File: config.mk
export PLATFORM = sky130hd
export DESIGN_NAME = add64_seq
export DESIGN_NICKNAME = d
export VERILOG_FILES = /design/src/rtl/add_pkg.sv /design/src/rtl/full_adder_32bit.sv /design/src/rtl/add64_seq.sv
export SDC_FILE = /design/constraint.sdc
export NUM_CORES = 1
export LEC_CHECK = 0
export ABC_CLOCK_PERIOD_IN_PS = 7200
export CORE_MARGIN = 5
export CORE_UTILIZATION = 48
export CTS_CLUSTER_SIZE = 24
export DETAILED_ROUTE_END_ITERATION = 7
export PLACE_DENSITY = 0.84
export SKIP_CTS_REPAIR_TIMING = 1
export SLEW_MARGIN = 20
export SYNTH_ARGS = -nofsm -noshare
export SYNTH_HDL_FRONTEND = slang
export SYNTH_SLANG_ARGS = --single-unit
File: constraint.sdc
create_clock -name clk -period 7.2 [get_ports clk]
set_input_delay 1.44 -clock clk [delete_from_list [all_inputs] [get_ports clk]]
set_output_delay 1.44 -clock clk [all_outputs]
set_load 0.05 [all_outputs]
File: src/rtl/add_pkg.sv
// rtl/add_pkg.sv - shared widths and FSM state encoding for the sequential 64-bit adder
package add_pkg;

  localparam int FULL_W = 64;
  localparam int HALF_W = 32;

  typedef enum logic [1:0] {
    IDLE = 2'd0,
    LOW  = 2'd1,
    HIGH = 2'd2,
    DONE = 2'd3
  } state_e;

endpackage

File: src/rtl/full_adder_32bit.sv
// rtl/full_adder_32bit.sv - combinational 32-bit adder with carry-out and signed overflow
module full_adder_32bit
  import add_pkg::*;
(
  input  logic [HALF_W-1:0] a,
  input  logic [HALF_W-1:0] b,
  input  logic              cin,
  output logic [HALF_W-1:0] sum,
  output logic              cout,
  output logic              overflow
);

  logic [HALF_W:0] total;
  logic            carry_into_msb;

  assign total = {1'b0, a} + {1'b0, b} + {{HALF_W{1'b0}}, cin};

  // Carry into the MSB recovered from the MSB sum bit; cin is already folded in.
  assign carry_into_msb = a[HALF_W-1] ^ b[HALF_W-1] ^ total[HALF_W-1];

  assign sum      = total[HALF_W-1:0];
  assign cout     = total[HALF_W];
  assign overflow = carry_into_msb ^ total[HALF_W];

endmodule

File: src/rtl/add64_seq.sv
// rtl/add64_seq.sv - 64-bit add done as two passes through one 32-bit adder, low half first
module add64_seq
  import add_pkg::*;
(
  input  logic              clk,
  input  logic              rst,
  input  logic              in_valid,
  output logic              in_ready,
  input  logic [FULL_W-1:0] a,
  input  logic [FULL_W-1:0] b,
  input  logic              cin,
  output logic              out_valid,
  input  logic              out_ready,
  output logic [FULL_W-1:0] sum,
  output logic              cout,
  output logic              overflow,
  output logic              busy
);

  state_e              state_q, state_d;
  logic [FULL_W-1:0]   a_q, a_d;
  logic [FULL_W-1:0]   b_q, b_d;
  logic                cin_q, cin_d;
  logic [HALF_W-1:0]   sum_lo_q, sum_lo_d;
  logic                carry_q, carry_d;
  logic [FULL_W-1:0]   sum_q, sum_d;
  logic                cout_q, cout_d;
  logic                ovf_q, ovf_d;

  logic                accept;
  logic                hi_pass;
  logic [HALF_W-1:0]   add_a, add_b, add_sum;
  logic                add_cin, add_cout, add_ovf;

  assign hi_pass = (state_q == HIGH);
  assign add_a   = hi_pass ? a_q[FULL_W-1:HALF_W] : a_q[HALF_W-1:0];
  assign add_b   = hi_pass ? b_q[FULL_W-1:HALF_W] : b_q[HALF_W-1:0];
  assign add_cin = hi_pass ? carry_q : cin_q;

  full_adder_32bit u_adder (
    .a        (add_a),
    .b        (add_b),
    .cin      (add_cin),
    .sum      (add_sum),
    .cout     (add_cout),
    .overflow (add_ovf)
  );

  // Gated by rst so the port reads 0 for the whole reset window.
  assign in_ready  = ~rst & ((state_q == IDLE) | ((state_q == DONE) & out_ready));
  assign accept    = in_valid & in_ready;
  assign out_valid = (state_q == DONE);
  assign busy      = (state_q == LOW) | (state_q == HIGH);
  assign sum       = sum_q;
  assign cout      = cout_q;
  assign overflow  = ovf_q;

  always_comb begin
    state_d  = state_q;
    a_d      = a_q;
    b_d      = b_q;
    cin_d    = cin_q;
    sum_lo_d = sum_lo_q;
    carry_d  = carry_q;
    sum_d    = sum_q;
    cout_d   = cout_q;
    ovf_d    = ovf_q;

    if (accept) begin
      a_d   = a;
      b_d   = b;
      cin_d = cin;
    end

    case (state_q)
      IDLE: if (accept) state_d = LOW;
      LOW: begin
        sum_lo_d = add_sum;
        carry_d  = add_cout;
        state_d  = HIGH;
      end
      HIGH: begin
        sum_d   = {add_sum, sum_lo_q};
        cout_d  = add_cout;
        ovf_d   = add_ovf;
        state_d = DONE;
      end
      DONE: if (out_ready) state_d = accept ? LOW : IDLE;
      default: state_d = IDLE;
    endcase
  end

  always_ff @(posedge clk or posedge rst) begin
    if (rst) begin
      state_q  <= IDLE;
      a_q      <= '0;
      b_q      <= '0;
      cin_q    <= 1'b0;
      sum_lo_q <= '0;
      carry_q  <= 1'b0;
      sum_q    <= '0;
      cout_q   <= 1'b0;
      ovf_q    <= 1'b0;
    end else begin
      state_q  <= state_d;
      a_q      <= a_d;
      b_q      <= b_d;
      cin_q    <= cin_d;
      sum_lo_q <= sum_lo_d;
      carry_q  <= carry_d;
      sum_q    <= sum_d;
      cout_q   <= cout_d;
      ovf_q    <= ovf_d;
    end
  end

endmodule

======== After elaboration in Yosys (flattened, before gate mapping) ========
Cells that the tools add are included.
storage, ports and cells
  output and inout bits ................... 69
  register bits after elaboration ......... 230
  memory bits (read-only) ................. 0
  bits in latches ......................... 0
  word-level logic and storage cells ...... 34
  bits in writable memories ............... 0
  memories kept ........................... 0
  input port bits ......................... 133
cells by class
  $lt $le $gt $ge ......................... 0
  add/sub/neg operators ................... 2
  bitwise operators ....................... 9
  div/mod/pow operators ................... 0
  eq/ne operators ......................... 5
  $mul .................................... 0
  mux-type cells .......................... 7
  reductions and logical operators ........ 2
  shift operators ......................... 0
operators with widths
  cell                                                                      number
  32-bit two-way mux                                                        2
  32-bit by 32-bit adder with 33-bit output                                 1
  33-bit by 1-bit adder with 33-bit output                                  1
  2-bit one-hot mux with 4 select lines                                     1
  2-bit == test (second input constant)                                     2
  2-bit two-way mux                                                         2
  1-bit AND                                                                 3
  1-bit XOR                                                                 3
  2-bit by 1-bit == test with 1-bit output (second input constant)          1
  2-bit logical NOT                                                         1
  1-bit two-way mux                                                         2
  2-bit by 1-bit inequality test with 1-bit output (second input constant)  1
  2-bit inequality test (second input constant)                             1
  1-bit bitwise OR                                                          2
  2-bit AND reduction                                                       1
  1-bit NOT                                                                 1

======== Logic depth before layout (Yosys ltp) ========
  depth in word-level cells ............... 8
  depth in mapped cells ................... 18
  depth with buffers taken out ............ 15

======== Modules after synthesis ========
A second synthesis with hierarchy kept.
unflattened totals
  cells, all modules ...................... 793
  area total of the unflattened synthesis .. 11,542.3 um^2
by module, submodules not included
  module            seq. area each (um^2)  area each (um^2)  instances  cells each
  add64_seq         5,755.5                9,969.6           1          577
  full_adder_32bit  0.0                    1,572.8           1          216

======== Worst setup path before layout ========
Ideal clock, no wire load.
  path type ............................... reg-to-reg
  start ................................... register state_q[0]
  end ..................................... register ovf_q, in the netlist overflow
  path buffers ............................ 3
  slack ................................... 3.145 ns
  clock period less this slack ............ 4.055 ns
  data arrival time ....................... 3.988 ns
  required time ........................... 7.133 ns
  cell stages (with the launch flop) ...... 19
  path through ............................ dfrtp_1 > inv_1 > ha_1 > clkbuf_1 > clkbuf_1 > buf_1 > mux2i_1 > fa_1 > inv_1 > fa_1 > a21oi_1 > nand4b_1 > a21o_1 > nand3_1 > a21oi_2 > o31ai_1 > or4_1 > nand3_1 > o221a_1
on the way
  word-level cells in the longest chain between the ends .. 6
  elaborated cells on any way between the ends .. 9
  those cells by class .................... add/sub (2); eq/ne (1); mux (3); bitwise (3)
RTL lines
  what                                          line                              RTL
  start, declared                               add64_seq.sv:20                   state_e state_q, state_d;
  start signal, assigned                        add64_seq.sv:105                  state_q <= state_d;
  2-bit == test (*)                             add64_seq.sv:35, add64_seq.sv:75
  32-bit two-way mux, on equally long branches  add64_seq.sv:36, add64_seq.sv:37
  32-bit by 32-bit adder with 33-bit output     full_adder_32bit.sv:16            assign total = {1'b0, a} + {1'b0, b} + {{HALF_W{1'b0}}, cin};
  33-bit by 1-bit adder with 33-bit output      full_adder_32bit.sv:16
  1-bit XOR                                     full_adder_32bit.sv:19            assign carry_into_msb = a[HALF_W-1] ^ b[HALF_W-1] ^ total[HALF_W-1];
  1-bit XOR                                     full_adder_32bit.sv:23            assign overflow = carry_into_msb ^ total[HALF_W];
  end signal, assigned                          add64_seq.sv:113                  ovf_q <= ovf_d;
  end, declared                                 add64_seq.sv:28                   logic ovf_q, ovf_d;
Mark *: on every way between the ends. The rest lies on a longest branch, timed or not.
A chain may end at the register's enable or synchronous reset.

======== Final worst setup path ========
Ends and elaborated chain as after synthesis.

==> run summary <==
total gr overflow - 0
Worst R2R Start - state_q[0]$_DFFE_PP0P_
Fillers - 1,734
CTS Root Buffer Type - clkbuf_16
clock tree from TritonCTS - built
Setup crit end kind - flop
GRT Overall Usage - 19.1%
Clock Path Buffers - 3
mapped cell area - 10,900 sq um
1st-pass router iterations - 6
post-synthesis net count - 977
initial antenna violation count - 2
Num Clock Sinks - 230
Place WS - 2.67 ns
minimum clock period - 4.58 ns
Cells after Synth - 806
Final WS setup - 2.62 ns
outcome - completed
first-pass GRT wire length - 40,600 microns
worst r2r path cells - 12
Hold Crit Class - reg2reg
Starting Density - 48.3%
WL per Instance - 19.0 microns
row cnt - 55
CP max FO - 74
die height - 161 microns
Vias/cell - 5.39
FFs w/ async S/R, synth - 100%
Finish-stage setup viols - 0
DP Area - 13,200 sq um
largest net degree at the start of global routing - 133
number of enable flip-flop cells after synthesis - 0
Core Area - 22,500 sq um
Worst-path clk slew - 0.06 ns
Max Freq - 0.218 GHz
fin nets - 1,170
Final Instance Area - 13,900 sq um
Die Width - 161 microns
most common cell after layout, fill and taps aside - mux2_2
YS warnings - 0
R2R Setup Slk - 2.62 ns
commonest non-fill, non-tap cells in the layout - mux2_2, dfrtp_1, clkdlybuf4s50_1, a21oi_1, ha_1
RePlAce Congestion - 0.815
H-tree depth - 1
later-pin clock latency in the skew report - 0.51 ns
I/O pin count - 202
ys flop type - dfrtp_1
RSZ-0062 raised after global routing - false
syn avg cell area - 13.5 sq um
share of cells above drive strength 1 - 30.2%
Worst R2R End - overflow$_DFFE_PP0P_
kind of critical path - reg2reg
DRT antenna net count - 0
Vias - 7,004
number of max-cap violations - 0
Hold EP - a_q[49]$_DFFE_PP0P_
final wirelength - 24,700 microns
Hold Path Cell Cnt - 1
Synth cell types - 46
DRC violations left - 0
setup_tns - 0 ns
hpwl dp - 17,500 microns
Port Buf Inserts - 201
period utilization - 63.7%
Area Growth Syn to Fin - 28.2%
crit start category - flop
DIE AREA - 25,800 sq um
vias in the first global route - 7,687
sequential share of the synthesized area - 52.9%
Hold Vio Cnt, Final - 0
slew margin rel. - 29.5%
Final Max Tran Viols - 0
hold_sp - a_q[49]$_DFFE_PP0P_
Yosys reg bits - 230
Worst-Margin Slew - 1.06 ns
Worst EP required - 7.65 ns
Num CTS Buffers - 25
1st-iter DRT viols - 289
Worst Skew - 0.00733 ns
Critical Path AT - 5.04 ns
## sequential cells by signal, summed over array words and instances (netlist names)
signal	count
a_q	64
b_q	64
sum_lo_q	32
overflow	1
sum	64
carry_q	1
state_q	2
cin_q	1
cout	1
## logic make-up after synthesis
group                    synth area share [%]
buffers and inverters                    1.82
adder cells (fa/ha/maj)                  4.51
flip-flops                               52.9
AND/OR/NAND/NOR                          3.57
XOR/XNOR                                 2.34
AO/OA/AOI/OAI                            5.36
multiplexers                             29.5
## cell usage after synthesis (2+ instances only)
| library cell | n | share of area (%) |
|---|---|---|
| nor2_1 | 24 | 0.83 |
| a21oi_1 | 39 | 1.8 |
| nor2b_1 | 6 | 0.35 |
| o211ai_1 | 2 | 0.14 |
| dfrtp_1 | 230 | 53 |
| mux2_1 | 28 | 2.9 |
| a21o_1 | 12 | 0.83 |
| o21a_1 | 3 | 0.21 |
| nand4_1 | 9 | 0.52 |
| inv_1 | 11 | 0.38 |
| xor2_1 | 9 | 0.73 |
| a31oi_1 | 4 | 0.23 |
| o21ai_0 | 7 | 0.32 |
| xnor2_1 | 20 | 1.6 |
| o31ai_1 | 2 | 0.14 |
| nand3_1 | 10 | 0.46 |
| nor3_1 | 2 | 0.092 |
| mux2i_1 | 4 | 0.37 |
| nand2_1 | 20 | 0.69 |
| buf_1 | 9 | 0.31 |
| ha_1 | 36 | 4.1 |
| mux2_2 | 253 | 26 |
| o21bai_1 | 6 | 0.41 |
| fa_1 | 2 | 0.37 |
| o21ai_1 | 7 | 0.32 |
| buf_2 | 2 | 0.092 |
| clkbuf_1 | 30 | 1.0 |
## worst max-delay path: stages, from the launching register on
cell and delay, ns:
dfrtp_1 0.43, inv_1 0.16, ha_4 0.84, buf_4 0.77
mux2_2 0.42, ha_1 0.40, a21o_1 0.22, a21oi_1 0.20
o21a_1 0.16, o31ai_1 0.11, or4_1 0.44, nand3_1 0.10
o221a_1 0.17
## through the flow
stage                     cells  util [%]  hold slack, ns
final                      1300      62.0           0.481
after global routing       1299      62.0           0.494
after CTS                  1299      62.0           0.483
after detailed placement   1257      58.5           0.468
after global placement     1257      58.5           0.462
after floorplan             806         -           0.452
## final cells by class
class                      count  area (sq um)  area share (%)
sequential                   230          5760            41.3
multi-input combinational    524          4940            35.4
timing repair buffer         207          2070            14.8
clock buffer                  35           713            5.11
tap                          285           357            2.56
clock inverter                 7          63.8           0.458
inverter                      11          45.0           0.323
antenna                        1          2.50          0.0179
## layer usage
layer | routed length [microns] | up-vias | global-route usage, %
met3 | 1470 | 39 | 4.52
met1 | 10600 | 3482 | 24.7
met2 | 11900 | 190 | 32.6
li1 | - | 3289 | -
met4 | 639 | 4 | 4.77
met5 | 26 | - | 0
## worst max-delay path by stage
stage / to / from / cells after the start
floorplan: a_q[0]$_DFFE_PP0P_ / rst / 1
global placement: sum[63]$_DFFE_PP0P_ / state_q[0]$_DFFE_PP0P_ / 13
detailed placement: overflow$_DFFE_PP0P_ / state_q[0]$_DFFE_PP0P_ / 12
CTS: overflow$_DFFE_PP0P_ / state_q[0]$_DFFE_PP0P_ / 12
global route: overflow$_DFFE_PP0P_ / state_q[0]$_DFFE_PP0P_ / 15
finish: overflow$_DFFE_PP0P_ / state_q[0]$_DFFE_PP0P_ / 12
Power is not shown: default switching activity piles up to over one toggle a cycle in this logic, so the estimate is an artifact.
